==> src/rtl/menu_text_buffer_pkg.sv <==
// Shared types and constants for the menu text buffer: FSM state encoding,
// default geometry and the named character codes used by the menu screens.
package menu_text_buffer_pkg;

  typedef enum logic [1:0] {
    ST_INIT  = 2'd0,
    ST_IDLE  = 2'd1,
    ST_CLEAR = 2'd2
  } menu_state_e;

  localparam int MENU_COLS   = 16;
  localparam int MENU_ROWS   = 16;
  localparam int MENU_CODE_W = 7;
  localparam int MENU_PAGES  = 2;

  localparam logic [MENU_CODE_W-1:0] MENU_FILL_CODE  = 7'h00;
  localparam logic [MENU_CODE_W-1:0] MENU_BLANK_CODE = 7'h20;

  // Page-select width never collapses to zero, even for a single page.
  function automatic int pg_width(input int pages);
    return (pages > 1) ? $clog2(pages) : 1;
  endfunction

endpackage

==> src/rtl/menu_text_buffer_if.sv <==
// Bus between the menu/game control logic (master) and the text buffer (slave),
// plus the display read port and a debug view of the buffer FSM.
interface menu_text_buffer_if
  import menu_text_buffer_pkg::*;
#(
  parameter int XY_W   = 8,
  parameter int PG_W   = 1,
  parameter int CODE_W = 7
);
  logic [XY_W-1:0]   char_xy;
  logic [PG_W-1:0]   page_sel;
  logic [CODE_W-1:0] char_code;

  // Write handshake: a cell write transfers on a clock edge where wr_en and
  // wr_ready are both high; the master holds wr_en/wr_page/wr_xy/wr_code
  // stable until then. clr_req is a single-cycle request sampled only when
  // the buffer is idle; requests seen while busy are dropped, not queued.
  logic              wr_en;
  logic [PG_W-1:0]   wr_page;
  logic [XY_W-1:0]   wr_xy;
  logic [CODE_W-1:0] wr_code;
  logic              wr_ready;

  logic              clr_req;
  logic [PG_W-1:0]   clr_page;
  logic [CODE_W-1:0] clr_code;
  logic              busy;
  logic              clr_done;

  menu_state_e       dbg_state;

  modport master (
    output char_xy, page_sel, wr_en, wr_page, wr_xy, wr_code,
           clr_req, clr_page, clr_code,
    input  char_code, wr_ready, busy, clr_done, dbg_state
  );

  modport slave (
    input  char_xy, page_sel, wr_en, wr_page, wr_xy, wr_code,
           clr_req, clr_page, clr_code,
    output char_code, wr_ready, busy, clr_done, dbg_state
  );
endinterface

==> src/rtl/menu_text_buffer_text_ram_1r1w.sv <==
// Simple dual-port RAM: one write port, one registered read port, read-first
// on address collision. No reset so it maps onto block or distributed RAM.
module text_ram_1r1w #(
  parameter int DEPTH = 512,
  parameter int WIDTH = 7,
  localparam int AW   = (DEPTH > 1) ? $clog2(DEPTH) : 1
) (
  input  logic             clk_i,
  input  logic             we_i,
  input  logic [AW-1:0]    waddr_i,
  input  logic [WIDTH-1:0] wdata_i,
  input  logic [AW-1:0]    raddr_i,
  output logic [WIDTH-1:0] rdata_o
);
  logic [WIDTH-1:0] mem_q [DEPTH];
  logic [WIDTH-1:0] rdata_q;

  always_ff @(posedge clk_i) begin
    if (we_i) mem_q[waddr_i] <= wdata_i;
    rdata_q <= mem_q[raddr_i];
  end

  assign rdata_o = rdata_q;
endmodule

==> src/rtl/menu_text_buffer.sv <==
// Multi-page character buffer for the menu/char-render path: cell writes,
// whole-page fill sweeps and a post-reset init sweep, with a 1-cycle read port.
module menu_text_buffer
  import menu_text_buffer_pkg::*;
#(
  parameter int COLS   = MENU_COLS,
  parameter int ROWS   = MENU_ROWS,
  parameter int CODE_W = MENU_CODE_W,
  parameter int PAGES  = MENU_PAGES,
  parameter logic [CODE_W-1:0] FILL_CODE = CODE_W'(MENU_FILL_CODE)
) (
  input logic clk,
  input logic rst_n,
  menu_text_buffer_if.slave bus
);
  localparam int COL_W = $clog2(COLS);
  localparam int ROW_W = $clog2(ROWS);
  localparam int PG_W  = pg_width(PAGES);
  localparam int XY_W  = ROW_W + COL_W;
  localparam int CELLS = ROWS * COLS;
  localparam int DEPTH = PAGES * CELLS;
  localparam int AW    = $clog2(DEPTH);
  // Wide enough for page*CELLS + row*COLS + col with any out-of-range inputs.
  localparam int LIN_W = PG_W + XY_W + 2;
  localparam logic [AW-1:0] INIT_LAST = AW'(DEPTH - 1);
  localparam logic [AW-1:0] CLR_LAST  = AW'(CELLS - 1);

  function automatic logic [LIN_W-1:0] lin_addr(input logic [PG_W-1:0] pg,
                                                input logic [XY_W-1:0] xy);
    return LIN_W'(pg) * LIN_W'(CELLS) + LIN_W'(xy[XY_W-1:COL_W]) * LIN_W'(COLS)
         + LIN_W'(xy[COL_W-1:0]);
  endfunction

  function automatic logic in_range(input logic [PG_W-1:0] pg,
                                    input logic [XY_W-1:0] xy);
    return (LIN_W'(xy[COL_W-1:0]) < LIN_W'(COLS)) &&
           (LIN_W'(xy[XY_W-1:COL_W]) < LIN_W'(ROWS)) &&
           (LIN_W'(pg) < LIN_W'(PAGES));
  endfunction

  menu_state_e       state_q, state_d;
  logic [AW-1:0]     cnt_q, cnt_d;
  logic [PG_W-1:0]   clr_page_q, clr_page_d;
  logic [CODE_W-1:0] clr_code_q, clr_code_d;
  logic              ovr_q, ovr_d;
  logic [CODE_W-1:0] ovr_code_q, ovr_code_d;

  logic              clr_accept, last_cell, rd_ok;
  logic              ram_we;
  logic [AW-1:0]     ram_waddr, ram_raddr;
  logic [CODE_W-1:0] ram_wdata, ram_rdata;

  assign clr_accept = (state_q == ST_IDLE) && bus.clr_req &&
                      (LIN_W'(bus.clr_page) < LIN_W'(PAGES));
  assign last_cell  = ((state_q == ST_INIT)  && (cnt_q == INIT_LAST)) ||
                      ((state_q == ST_CLEAR) && (cnt_q == CLR_LAST));
  assign rd_ok      = in_range(bus.page_sel, bus.char_xy);
  assign ram_raddr  = rd_ok ? AW'(lin_addr(bus.page_sel, bus.char_xy)) : '0;

  always_ff @(posedge clk or negedge rst_n) begin
    if (!rst_n) begin
      state_q    <= ST_INIT;
      cnt_q      <= '0;
      clr_page_q <= '0;
      clr_code_q <= '0;
      ovr_q      <= 1'b1;
      ovr_code_q <= '0;
    end else begin
      state_q    <= state_d;
      cnt_q      <= cnt_d;
      clr_page_q <= clr_page_d;
      clr_code_q <= clr_code_d;
      ovr_q      <= ovr_d;
      ovr_code_q <= ovr_code_d;
    end
  end

  always_comb begin
    state_d    = state_q;
    cnt_d      = cnt_q;
    clr_page_d = clr_page_q;
    clr_code_d = clr_code_q;
    unique case (state_q)
      ST_INIT, ST_CLEAR: begin
        cnt_d = cnt_q + AW'(1);
        if (last_cell) begin
          state_d = ST_IDLE;
          cnt_d   = '0;
        end
      end
      ST_IDLE: begin
        if (clr_accept) begin
          state_d    = ST_CLEAR;
          cnt_d      = '0;
          clr_page_d = bus.clr_page;
          clr_code_d = bus.clr_code;
        end
      end
      default: begin
        state_d = ST_INIT;
        cnt_d   = '0;
      end
    endcase

    // The page under a sweep reads as its final value regardless of progress.
    ovr_d      = 1'b0;
    ovr_code_d = FILL_CODE;
    if (state_q == ST_INIT || !rd_ok) begin
      ovr_d = 1'b1;
    end else if (state_q == ST_CLEAR && bus.page_sel == clr_page_q) begin
      ovr_d      = 1'b1;
      ovr_code_d = clr_code_q;
    end
  end

  always_comb begin
    ram_we    = 1'b0;
    ram_waddr = '0;
    ram_wdata = FILL_CODE;
    unique case (state_q)
      ST_INIT: begin
        ram_we    = 1'b1;
        ram_waddr = cnt_q;
      end
      ST_CLEAR: begin
        ram_we    = 1'b1;
        ram_waddr = AW'(LIN_W'(clr_page_q) * LIN_W'(CELLS) + LIN_W'(cnt_q));
        ram_wdata = clr_code_q;
      end
      ST_IDLE: begin
        ram_we    = bus.wr_en && in_range(bus.wr_page, bus.wr_xy);
        ram_waddr = AW'(lin_addr(bus.wr_page, bus.wr_xy));
        ram_wdata = bus.wr_code;
      end
      default: ;
    endcase

    bus.wr_ready  = (state_q == ST_IDLE);
    bus.busy      = (state_q != ST_IDLE);
    bus.clr_done  = last_cell;
    bus.dbg_state = state_q;
    bus.char_code = ovr_q ? ovr_code_q : ram_rdata;
  end

  text_ram_1r1w #(
    .DEPTH (DEPTH),
    .WIDTH (CODE_W)
  ) u_ram (
    .clk_i   (clk),
    .we_i    (ram_we),
    .waddr_i (ram_waddr),
    .wdata_i (ram_wdata),
    .raddr_i (ram_raddr),
    .rdata_o (ram_rdata)
  );
endmodule

==> src/flat_wrapper.sv <==
// flat-port wrapper written by rule: the top's interface ports become plain ports
module menu_text_buffer_flat import menu_text_buffer_pkg::*;
#(
  parameter int COLS   = MENU_COLS,
  parameter int ROWS   = MENU_ROWS,
  parameter int CODE_W = MENU_CODE_W,
  parameter int PAGES  = MENU_PAGES,
  parameter logic [CODE_W-1:0] FILL_CODE = CODE_W'(MENU_FILL_CODE)
)
  (clk, rst_n, bus_char_xy, bus_page_sel, bus_wr_en, bus_wr_page, bus_wr_xy, bus_wr_code, bus_clr_req, bus_clr_page, bus_clr_code, bus_char_code, bus_wr_ready, bus_busy, bus_clr_done, bus_dbg_state);
  menu_text_buffer_if #(.XY_W(8), .PG_W(1), .CODE_W(CODE_W)) bus_i ();
  input logic clk;
  input logic rst_n;
  input wire logic [$bits(bus_i.char_xy)-1:0] bus_char_xy;
  input wire logic [$bits(bus_i.page_sel)-1:0] bus_page_sel;
  input wire logic [$bits(bus_i.wr_en)-1:0] bus_wr_en;
  input wire logic [$bits(bus_i.wr_page)-1:0] bus_wr_page;
  input wire logic [$bits(bus_i.wr_xy)-1:0] bus_wr_xy;
  input wire logic [$bits(bus_i.wr_code)-1:0] bus_wr_code;
  input wire logic [$bits(bus_i.clr_req)-1:0] bus_clr_req;
  input wire logic [$bits(bus_i.clr_page)-1:0] bus_clr_page;
  input wire logic [$bits(bus_i.clr_code)-1:0] bus_clr_code;
  output wire logic [$bits(bus_i.char_code)-1:0] bus_char_code;
  output wire logic [$bits(bus_i.wr_ready)-1:0] bus_wr_ready;
  output wire logic [$bits(bus_i.busy)-1:0] bus_busy;
  output wire logic [$bits(bus_i.clr_done)-1:0] bus_clr_done;
  output wire logic [$bits(bus_i.dbg_state)-1:0] bus_dbg_state;
  assign bus_i.char_xy = bus_char_xy;
  assign bus_i.page_sel = bus_page_sel;
  assign bus_i.wr_en = bus_wr_en;
  assign bus_i.wr_page = bus_wr_page;
  assign bus_i.wr_xy = bus_wr_xy;
  assign bus_i.wr_code = bus_wr_code;
  assign bus_i.clr_req = bus_clr_req;
  assign bus_i.clr_page = bus_clr_page;
  assign bus_i.clr_code = bus_clr_code;
  assign bus_char_code = bus_i.char_code;
  assign bus_wr_ready = bus_i.wr_ready;
  assign bus_busy = bus_i.busy;
  assign bus_clr_done = bus_i.clr_done;
  assign bus_dbg_state = bus_i.dbg_state;
  menu_text_buffer #(.COLS(COLS), .ROWS(ROWS), .CODE_W(CODE_W), .PAGES(PAGES), .FILL_CODE(FILL_CODE)) u_core (.clk(clk), .rst_n(rst_n), .bus(bus_i));
endmodule
==> config.mk <==
export PLATFORM = sky130hd
export DESIGN_NAME = menu_text_buffer_flat
export DESIGN_NICKNAME = d
export VERILOG_FILES = /design/src/rtl/menu_text_buffer_pkg.sv /design/src/rtl/menu_text_buffer_if.sv /design/src/rtl/menu_text_buffer_text_ram_1r1w.sv /design/src/rtl/menu_text_buffer.sv /design/src/flat_wrapper.sv
export SDC_FILE = /design/constraint.sdc
export NUM_CORES = 2
export LEC_CHECK = 0
export BUFFER_PORTS_ARGS = -buffer_cell sky130_fd_sc_hd__buf_2
export CAP_MARGIN = 20
export CORE_ASPECT_RATIO = 1.5
export CORE_MARGIN = 4
export CORE_UTILIZATION = 66
export CTS_BUF_LIST = sky130_fd_sc_hd__clkbuf_2
export DETAILED_ROUTE_END_ITERATION = 12
export PLACE_DENSITY_LB_ADDON = 0.3
export RECOVER_POWER = 100
export SLEW_MARGIN = 20
export SYNTH_ARGS = -nofsm -noshare
export SYNTH_HDL_FRONTEND = slang
export SYNTH_SLANG_ARGS = --single-unit
==> constraint.sdc <==
create_clock -name clk -period 50 [get_ports clk]
set_input_delay 7.5 -clock clk [delete_from_list [all_inputs] [get_ports clk]]
set_output_delay 7.5 -clock clk [all_outputs]
set_load 0.005 [all_outputs]
==> impl_metrics.csv <==
group,metric,value,unit
placed_design,place_inst,9810,
clocking,clockBufferDepth,4,
min_path,hold_path_class,"flip-flop to flip-flop",
pwr,seqPwrFrac,63.4,%
yosys,yosys.area_share.simple,3.43,%
critical_path,crit_type,"input port to flip-flop",
placed_design,io_buffers,48,
global_routing,grt_pass1_vias,78500,
clocking,clk_latency,1.77,ns
finish,stdcell_count,11100,
min_path,holdPathStages,1,
sta,finalHoldViolations,0,
critical_path,rrSetupSlack,29.85,ns
routing,vias,76900,
routing,wl,357000,um
yosys,synth_top_family_by_area,"multiplexers",
pwr,leakage,40.1,nW
global_routing,grt.overflow.total,0,
routing,drt_drc_violations_left,0,
yosys,synth-compound-area-share,4.08,%
floorplan,die_w,387,um
routing,initialDrtViolationCount,10400,
clocking,htreeDepth,6,
clocking,ctsHoldBuffers,0,
clocking,clock_sinks,3618,
yosys,synth-seq-cells,3618,
critical_path,critPathRequiredTime,51.58,ns
routing,drtPass1Iterations,8,
routing,wl_per_cell,32.0,um
yosys,syn_inst,7276,
sta,fmax,0.0351,GHz
finish,drive_above_1_share,23.1,%
finish,num-nets-final,7776,
clocking,cts_setup_buffers,0,
min_path,holdPathEnd,"u_core.ovr_code_q[5]",
global_routing,antenna_found_initial,20,
yosys,yosysWarnings,0,
pwr,switching_power,1.19,mW
yosys,yosysSeqAreaShare,76.1,%
sta,tightest_slew,10.77,ns
floorplan,start_util,66.4,%
pwr,p_sw_share,23.0,%
floorplan,std_cell_rows,208,
pwr,clock_power_share,33.6,%
sta,tns,0,ns
floorplan,ios,49,
placed_design,dp_hpwl,211000,um
critical_path,crit_path_end_kind,"flip-flop",
sta,slew_violations,4496,
critical_path,r2r_start,"u_core.bus.dbg_state[1]",
pwr,combinationalPowerShare,3.0,%
global_routing,grt_util_all_layers,31.8,%
clocking,numCtsBuffers,749,
yosys,synth-xor-area-share,0.0369,%
pwr,internal-power,3.98,mW
yosys,syn_nets,7322,
global_routing,grt_max_degree,254,
clocking,path_clk_slew,0.11,ns
global_routing,grt_pass1_wl,519000,um
sta,relSlewSlack,-618,%
sta,min_period,28.49,ns
yosys,dominantRegCellSynth,"edfxtp_1",
run_status,status,"finished, violations left",
critical_path,startpoint,"bus_char_xy[0]",
sta,grt_setup_unrepaired,"no",
critical_path,r2r_end,"u_core.u_ram.mem_q[301][4]",
yosys,synth_edf_count,3584,
yosys,synth_async_sr_flop_share,0.746,%
yosys,synthAdderAreaFrac,0.0790,%
pwr,max-vdd-ir-drop,0.0000278,V
yosys,muxShareOfSynthArea,14.2,%
clocking,cts-root-buf,"clkbuf_2",
yosys,synth_area,142000,um^2
critical_path,worst-r2r-cell-count,7,
clocking,ctsResizeCount,0,
sta,fin_skew,0.185,ns
yosys,synth_cell_types,73,
sta,period_share,57.0,%
routing,via_per_inst,6.90,
sta,finalSetupViolations,0,
floorplan,die_area,224000,um^2
min_path,holdCritStartpoint,"u_core.clr_code_q[5]",
finish,area_growth,6.06,%
floorplan,coreArea,214000,um^2
critical_path,startpoint_type,"input port",
floorplan,die_h,577,um
pwr,powerDensity,34.2,nW/um^2
clocking,cts_tree,"done",
critical_path,path_max_fanout,115,
placed_design,gp_congestion,0.964,
flow_run,max_cap_violations,60,
yosys,synth.avg_cell_area,19.6,um^2
routing,ant_nets,0,
run_status,violations,"capacitance limit, slew limit",
critical_path,critPathArrivalTime,30.07,ns
## cells in the final DEF, fill, tap and decap left out, types with 36 or more instances in the layout
master,n
clkinv_1,158
mux4_2,594
o221ai_1,227
edfxtp_1,3584
a22oi_1,43
o21ai_0,77
clkbuf_2,1085
a21oi_1,138
nor2_1,581
nand3_1,36
buf_4,66
nand2_1,149
clkbuf_1,56
mux2i_1,633
nor3_1,160
o22ai_1,164
## state kept, by name, indices dropped and copies added (netlist names)
register,flops
u_core.cnt_q,9
u_core.u_ram.rdata_o,7
u_core.bus.dbg_state,2
u_core.ovr_q,1
u_core.u_ram.mem_q,3584
u_core.clr_page_q,1
u_core.ovr_code_q,7
u_core.clr_code_q,7
## Yosys cell counts (all sizes together) (5+ instances only)
| master | count | area (um^2) |
|---|---|---|
| a22o | 5 | 43.8 |
| a2111o | 5 | 56.3 |
| nand3b | 6 | 45.0 |
| nor4b | 5 | 43.8 |
| a31oi | 13 | 81.3 |
| buf | 239 | 2110 |
| inv | 7 | 26.3 |
| a21oi | 138 | 691 |
| mux2 | 25 | 282 |
| nand2b | 15 | 93.8 |
| edfxtp | 3584 | 108000 |
| o221ai | 228 | 2000 |
| dfrtp | 26 | 651 |
| nand4 | 30 | 188 |
| nor2b | 12 | 75.1 |
| nor2 | 582 | 2180 |
| nor3b | 7 | 77.6 |
| and2 | 17 | 106 |
| a221o | 5 | 50.1 |
| nand3 | 37 | 185 |
| a211o | 19 | 166 |
| clkbuf | 223 | 837 |
| a211oi | 18 | 135 |
| o22a | 24 | 210 |
| mux2i | 633 | 6340 |
| ha | 9 | 113 |
| o31ai | 13 | 97.6 |
| nor4 | 36 | 225 |
| nor3 | 162 | 811 |
| mux4 | 602 | 13600 |
| o22ai | 164 | 1030 |
| dfxtp | 7 | 140 |
| o21ai | 78 | 390 |
| a2111oi | 40 | 357 |
| a22oi | 43 | 323 |
| and3 | 20 | 125 |
| nand4b | 7 | 61.3 |
| nand2 | 151 | 567 |
| o21a | 6 | 45.0 |
## power groups by stage
stage	clock network (mW)	logic, mW	registers [mW]
5_1_grt	1.92	0.162	3.28
6_report	1.74	0.157	3.28
4_1_cts	1.76	0.151	3.28
3_3_place_gp	0	0.149	3.35
2_1_floorplan	0	0.110	3.35
3_5_place_dp	0	0.150	3.35
## layer usage
metal | routed length (um) | global-route usage [%] | vias to the layer above | share of wire [%]
li1 | - | - | 31500 | -
met1 | 115000 | 38.9 | 38600 | 32
met2 | 178000 | 52.3 | 5640 | 50
met3 | 39800 | 7.71 | 1212 | 11
met4 | 23800 | 18.7 | 10 | 6.7
met5 | 74 | 0 | - | 0.021
## layout make-up
class | instances | area (um^2)
timing repair buffer | 165 | 1050
clock buffer | 1085 | 5430
inverter | 8 | 40.0
clock inverter | 232 | 1340
tap | 2835 | 3550
antenna | 17 | 42.5
fill | 13100 | 63300
multi-input combinational | 3188 | 31200
sequential | 3618 | 108000
## logic make-up after synthesis
logic type | Yosys count
DFF | 3618
muxes | 1260
and+or+nand+nor | 1099
AOI/OAI and AO/OA | 814
buffers and inverters | 470
adders and majority gates | 9
xor gates and xnor gates | 6
## critical path, cell delays in order
cell	delay (ns)
clkbuf_1	5.09
clkbuf_1	2.73
clkbuf_1	2.76
clkbuf_1	6.39
clkbuf_1	3.18
mux4_2	0.76
o22ai_1	0.22
a2111oi_0	0.15
nand3_1	0.14
nand4_1	0.54
and3_1	0.39
## metrics by stage
step	power, mW	util, %	setup WS [ns]	hold WS [ns]	instance area [um^2]
floorplan	3.46	-	27.25	0.471	142000
global placement	3.50	67.5	36.43	0.494	145000
detailed placement	3.50	67.5	36.22	0.498	145000
CTS	5.19	70.6	38.09	0.524	151000
global route	5.36	70.5	18.87	0.564	151000
finish	5.17	70.5	21.51	0.521	151000
## worst max-delay path by stage
stage,endpoint,cells after the start,slack [ns]
final,u_core.u_ram.rdata_o[6],11,21.51
after global placement,u_core.u_ram.rdata_o[6],12,36.43
after detailed placement,u_core.u_ram.rdata_o[6],12,36.22
after floorplan,u_core.u_ram.mem_q[0][6],2,27.25
after CTS,u_core.u_ram.rdata_o[6],12,38.09
after global routing,u_core.u_ram.rdata_o[6],12,18.87
Note: power is estimated with default switching activity, not from simulation.
